[src/rtl/tinymem_wbuf_pkg.sv]
// Shared definitions for the tinymem write buffer.
//   mem_access_size_t : access size encoding shared by the core and memory ports
//   WBUF_DEPTH        : default number of buffered stores
//   wbuf_entry_t      : one buffered store {addr, data, size}
package tinymem_wbuf_pkg;

  typedef enum logic [1:0] {
    SIZE_BYTE = 2'd0,
    SIZE_HALF = 2'd1,
    SIZE_WORD = 2'd2
  } mem_access_size_t;

  localparam int WBUF_DEPTH = 4;

  typedef struct packed {
    logic [31:0]      addr;
    logic [31:0]      data;
    mem_access_size_t size;
  } wbuf_entry_t;

endpackage

[src/rtl/tinymem_wbuf_fifo.sv]
// Circular store FIFO for the write buffer.
//   clk, reset_n  : clock, async active-low reset (clears pointers and count)
//   i_enq         : write i_enq_entry at the tail on this edge
//   i_deq         : retire the head entry on this edge
//   o_head_entry  : oldest entry (valid when o_count != 0)
//   o_count       : number of buffered entries, 0..DEPTH
//   o_age_entry   : all slots reordered by age, index 0 = oldest
//   o_age_vld     : which age slots hold a live entry
module tinymem_wbuf_fifo
  import tinymem_wbuf_pkg::*;
#(
  parameter int DEPTH = WBUF_DEPTH
) (
  input  logic                      clk,
  input  logic                      reset_n,
  input  logic                      i_enq,
  input  wbuf_entry_t               i_enq_entry,
  input  logic                      i_deq,
  output wbuf_entry_t               o_head_entry,
  output logic [$clog2(DEPTH):0]    o_count,
  output wbuf_entry_t [DEPTH-1:0]   o_age_entry,
  output logic [DEPTH-1:0]          o_age_vld
);

  localparam int PW = $clog2(DEPTH);
  localparam int CW = PW + 1;

  wbuf_entry_t     r_mem [DEPTH];
  logic [PW-1:0]   r_head;
  logic [PW-1:0]   r_tail;
  logic [CW-1:0]   r_count;

  // Storage needs no reset: nothing reads a slot outside the live window.
  always_ff @(posedge clk) begin
    if (i_enq) r_mem[r_tail] <= i_enq_entry;
  end

  // DEPTH is a power of two, so pointer overflow is the modulo wrap.
  always_ff @(posedge clk or negedge reset_n) begin
    if (!reset_n) begin
      r_head  <= '0;
      r_tail  <= '0;
      r_count <= '0;
    end else begin
      if (i_enq) r_tail <= r_tail + PW'(1);
      if (i_deq) r_head <= r_head + PW'(1);
      case ({i_enq, i_deq})
        2'b10:   r_count <= r_count + CW'(1);
        2'b01:   r_count <= r_count - CW'(1);
        default: r_count <= r_count;
      endcase
    end
  end

  assign o_head_entry = r_mem[r_head];
  assign o_count      = r_count;

  for (genvar k = 0; k < DEPTH; k++) begin : g_age
    logic [PW-1:0] w_idx;
    assign w_idx          = r_head + PW'(k);
    assign o_age_entry[k] = r_mem[w_idx];
    assign o_age_vld[k]   = (CW'(k) < r_count);
  end

endmodule

[src/rtl/tinymem_wbuf.sv]
// Write buffer between a core and a single-ported memory.
// Stores are queued and drained when the memory port is free; loads go
// straight through, are forwarded from the newest matching buffered word,
// or stall until a partially overlapping store has drained.
//   clk, reset_n          : clock, async active-low reset
//   cpu_rd_*              : core load request (addr/size) and returned data
//   cpu_wr_*              : core store request
//   cpu_stall             : core must hold its request this cycle
//   mem_rd_*, mem_rd_data : downstream load
//   mem_wr_*              : downstream store (drain of the head entry)
module tinymem_wbuf
  import tinymem_wbuf_pkg::*;
#(
  parameter int DEPTH = WBUF_DEPTH
) (
  input  logic        clk,
  input  logic        reset_n,
  input  logic [31:0] cpu_rd_addr,
  input  logic [1:0]  cpu_rd_size,
  output logic [31:0] cpu_rd_data,
  input  logic        cpu_rd_enable,
  input  logic [31:0] cpu_wr_addr,
  input  logic [31:0] cpu_wr_data,
  input  logic [1:0]  cpu_wr_size,
  input  logic        cpu_wr_enable,
  output logic        cpu_stall,
  output logic [31:0] mem_rd_addr,
  output logic [1:0]  mem_rd_size,
  input  logic [31:0] mem_rd_data,
  output logic        mem_rd_enable,
  output logic [31:0] mem_wr_addr,
  output logic [31:0] mem_wr_data,
  output logic [1:0]  mem_wr_size,
  output logic        mem_wr_enable
);

  localparam int CW = $clog2(DEPTH) + 1;

  wbuf_entry_t               w_head;
  wbuf_entry_t               w_enq_entry;
  wbuf_entry_t [DEPTH-1:0]   w_age;
  logic [DEPTH-1:0]          w_age_vld;
  logic [CW-1:0]             w_count;
  logic                      w_ovl, w_fwd, w_hazard, w_drain, w_full, w_enq;
  logic [31:0]               w_sel_data;
  mem_access_size_t          w_sel_size;
  logic [1:0]                w_unused_lo;

  // Walk oldest to newest so the last match wins (newest store).
  // Only entries already in the FIFO are scanned; this cycle's store is not.
  always_comb begin
    w_ovl       = 1'b0;
    w_sel_data  = '0;
    w_sel_size  = SIZE_BYTE;
    w_unused_lo = '0;
    for (int k = 0; k < DEPTH; k++) begin
      w_unused_lo = w_unused_lo ^ w_age[k].addr[1:0];
      if (w_age_vld[k] && (w_age[k].addr[31:2] == cpu_rd_addr[31:2])) begin
        w_ovl      = 1'b1;
        w_sel_data = w_age[k].data;
        w_sel_size = w_age[k].size;
      end
    end
  end

  // Only an aligned word load fully covered by a word store can be forwarded.
  assign w_fwd    = cpu_rd_enable && w_ovl && (w_sel_size == SIZE_WORD) &&
                    (mem_access_size_t'(cpu_rd_size) == SIZE_WORD) &&
                    (cpu_rd_addr[1:0] == 2'b00);
  assign w_hazard = cpu_rd_enable && w_ovl && !w_fwd;
  // A hazard frees the port for a drain, which is how the stall resolves.
  assign w_drain  = (w_count != '0) && (!cpu_rd_enable || w_hazard);
  assign w_full   = (w_count == CW'(DEPTH));
  assign cpu_stall = w_hazard || (cpu_wr_enable && w_full && !w_drain);
  assign w_enq    = cpu_wr_enable && !cpu_stall;

  assign w_enq_entry = '{addr: cpu_wr_addr, data: cpu_wr_data,
                         size: mem_access_size_t'(cpu_wr_size)};

  tinymem_wbuf_fifo #(.DEPTH(DEPTH)) u_fifo (
    .clk          (clk),
    .reset_n      (reset_n),
    .i_enq        (w_enq),
    .i_enq_entry  (w_enq_entry),
    .i_deq        (w_drain),
    .o_head_entry (w_head),
    .o_count      (w_count),
    .o_age_entry  (w_age),
    .o_age_vld    (w_age_vld)
  );

  assign mem_rd_addr   = cpu_rd_addr;
  assign mem_rd_size   = cpu_rd_size;
  // Held low while in reset even if the core is still requesting a load.
  assign mem_rd_enable = reset_n && cpu_rd_enable && !cpu_stall;
  assign cpu_rd_data   = w_fwd ? w_sel_data : mem_rd_data;

  assign mem_wr_enable = w_drain;
  assign mem_wr_addr   = w_drain ? w_head.addr : '0;
  assign mem_wr_data   = w_drain ? w_head.data : '0;
  assign mem_wr_size   = w_drain ? w_head.size : 2'b00;

endmodule

[config.mk]
export PLATFORM = sky130hd
export DESIGN_NAME = tinymem_wbuf
export DESIGN_NICKNAME = d
export VERILOG_FILES = /design/src/rtl/tinymem_wbuf_pkg.sv /design/src/rtl/tinymem_wbuf_fifo.sv /design/src/rtl/tinymem_wbuf.sv
export SDC_FILE = /design/constraint.sdc
export NUM_CORES = 1
export LEC_CHECK = 0
export CAP_MARGIN = 20
export CORE_UTILIZATION = 40
export CTS_BUF_LIST = sky130_fd_sc_hd__clkbuf_16
export DETAILED_ROUTE_END_ITERATION = 8
export DONT_BUFFER_PORTS = 1
export PLACE_DENSITY = 0.5
export SLEW_MARGIN = 10
export SYNTH_ARGS = -nofsm -noshare
export SYNTH_HDL_FRONTEND = slang
export SYNTH_SLANG_ARGS = --single-unit
[constraint.sdc]
create_clock -name clk -period 8.1 [get_ports clk]
set_input_delay 0.81 -clock clk [delete_from_list [all_inputs] [get_ports clk]]
set_output_delay 0.81 -clock clk [all_outputs]
set_load 0.02 [all_outputs]
==> flow_summary.ini <==
[status]
status = finished clean

[cts]
htree_levels = 1
holdBufCountCts = 1
postCtsSetupRepairBufs = 0
clock_latency_ns = 0.61
clkTransAtPathRegs_ns = 0.06
cts-resized-gates = 0
cts_sinks = 271
clockBufferDepth = 3
cts_tree = built
cts_root_buf = clkbuf_16
cts_buffers = 31

[synthesis]
ys_warn_count = 0
synthDistinctLibCells = 94
synth_edf_count = 264
synth_fp_nets = 1794
syn-instance-count = 1649
synth.avg_cell_area_um2 = 11.7
ys_seq_area_share_pct = 41.9
synthArstFlopShare_pct = 2.58
synth_area_mm2 = 0.0193
postSynthRegisterBits = 271
synth_ff_type = edfxtp_1

[finish]
most-common-layout-cells = 264 x edfxtp_1, 245 x mux2i_1, 88 x nand2_1
multi_input_area_mm2 = 0.0101
register_area_mm2 = 0.00811
syn2layout_area_growth_pct = 5.67
nNetsFinal = 1688
fin_util_pct = 42.8
fillers = 4423
final_common_cell = edfxtp_1
stdcell_area_mm2 = 0.0204
diodes = 0
drive_gt1_share_pct = 18.0

[placement]
hpwl_mm = 44.2
dpl_cell_area_mm2 = 0.0195
portBuffers = 0
place_congestion = 0.955
preCtsSetupSlack_ns = 1.50

[worst_setup_path]
crit_fanout = 45
endpoint_kind = output port
start_kind = flop
r2r_cells = 17
required_ns = 7.29
critical_path_class = flop to output port
rrSetupSlack_ns = 1.68
cp.arrival_ns = 6.52

[timing]
whs_ns = 0.290
tightest_slew_ns = 1.11
tns_ns = 0
slew_headroom_pct = 25.4
fmaxAchievable_ghz = 0.136
rsz0062_at_grt = no
finalWorstSetupSlack_ns = 0.772
finalCriticalPeriod_ns = 7.33
setup_viol = 0
finClkSkew_ns = 0.0128
min_period_over_period_pct = 90.5
final_hold_viol_count = 0
drv_slew = 0

[global_route]
grt_max_degree = 61
grt_pass1_wl_mm = 91.0
grt_overflow = 0
antenna_found_initial = 0
grt_pass1_vias = 13200
grt_usage_pct = 25.0

[floorplanning]
io_pins = 271
die_width_um = 222
die_h_um = 222
rows = 80
initial_core_util_pct = 40.5
core_mm2 = 0.0477
dieArea_mm2 = 0.0492

[detailed_routing]
post_drt_wl_per_cell_um = 28.8
final_antenna_net_count = 0
vias = 13700
first_pass_iters = 5
drc_errors = 0
drt_iter0_markers = 1238
wirelength_mm = 62.7
viasPerCell = 6.27

[hold_path]
holdPathStages = 0
hp-class = input port to flop

[power_and_ir_drop]
power_density_mw_per_mm2 = 373
p_leak_nw = 7.38
vdd_drop_max_uv = 189

[run]
maxCapViolCount = 0
-- synthesized netlist by cell type (all sizes together) (14+ instances only) --
library cell | count | area share, %
a211oi | 54 | 2.3
a21oi | 22 | 0.57
a31oi | 25 | 0.84
and2 | 21 | 0.69
buf | 118 | 4.3
clkbuf | 56 | 1.1
edfxtp | 264 | 41
inv | 49 | 0.95
mux2 | 80 | 4.7
mux2i | 245 | 13
mux4 | 64 | 7.5
nand2 | 89 | 1.7
nand3 | 30 | 0.78
nand4 | 20 | 0.65
nor2 | 71 | 1.4
nor3 | 18 | 0.49
nor4 | 14 | 0.53
o211ai | 17 | 0.66
o21a | 25 | 0.97
o21ai | 28 | 0.74
o221ai | 23 | 1.0
or2 | 28 | 0.91
xnor2 | 82 | 3.7
xor2 | 27 | 1.2
-- state kept, by name, indices dropped and copies added, names as in the netlist --
register        count
u_fifo.r_tail       2
u_fifo.r_head       2
u_fifo.r_mem      264
u_fifo.o_count      3
-- critical path, stage by stage (launching register included) --
cell and delay (ns):
dfrtp_4 0.82, buf_12 0.34, buf_4 0.34, mux2i_1 0.18, o2bb2ai_1 0.16, nor4_1 0.54
o221ai_1 0.30, nor4b_1 0.75, nand2_1 0.53, mux2i_1 0.28, o21ai_1 0.11, o2111ai_4 0.44
buf_4 0.48, mux2i_1 0.51
-- logic make-up (layout without fill, tap and decap cells) --
| family | after synthesis | in the layout | synth area share, % |
|---|---|---|---|
| multiplexers | 389 | 389 | 24.8 |
| AND/OR/NAND/NOR | 377 | 377 | 10.8 |
| AO/OA/AOI/OAI | 271 | 271 | 10.6 |
| flip-flops | 271 | 271 | 41.9 |
| buffers and inverters | 223 | 139 | 6.35 |
| XOR/XNOR | 109 | 109 | 4.94 |
| adder cells (fa/ha/maj) | 9 | 9 | 0.582 |
-- per-stage QoR --
| step | cells | power, mW |
|---|---|---|
| 5_1_grt | 2180 | 7.98 |
| 6_report | 2180 | 7.62 |
| 3_3_place_gp | 2124 | 6.23 |
| 2_1_floorplan | 1649 | 5.22 |
| 3_5_place_dp | 2124 | 6.25 |
| 4_1_cts | 2180 | 7.64 |
-- cell type report --
cell class              count  area share, %
multi-input cells        1155           49.4
clock buffers              31           3.80
inverters                  49          0.912
clock inverters            24          0.949
flip-flops and latches    271           39.7
well taps                 615           3.76
repair buffers             35           1.54
-- where the power goes --
part	total [mW]	internal, mW	switching (mW)
Sequential	2.20	1.94	0.259
Combinational	4.05	1.49	2.57
Clock	1.37	0.784	0.582
-- routing by layer --
layer	up-vias	routed length (µm)	global-route usage [%]
met5	-	0	0
met3	76	5350	6.57
met4	0	1330	5.91
li1	6098	-	-
met2	533	27700	38.2
met1	6958	28300	35.3
-- path summary, 6_finish.rpt --
path / from / endpoint
hold reg to reg: u_fifo.r_tail[0] / u_fifo.r_tail[0]
setup reg to reg: u_fifo.r_head[1] / u_fifo.o_count[2]
hold / removal: cpu_wr_data[27] / u_fifo.r_mem[2][29]
setup / recovery: u_fifo.r_head[1] / cpu_rd_data[0]
max in group asynchronous: reset_n / u_fifo.r_head[0]
min in group asynchronous: reset_n / u_fifo.r_tail[0]
Note: power is estimated with default switching activity, not from simulation.
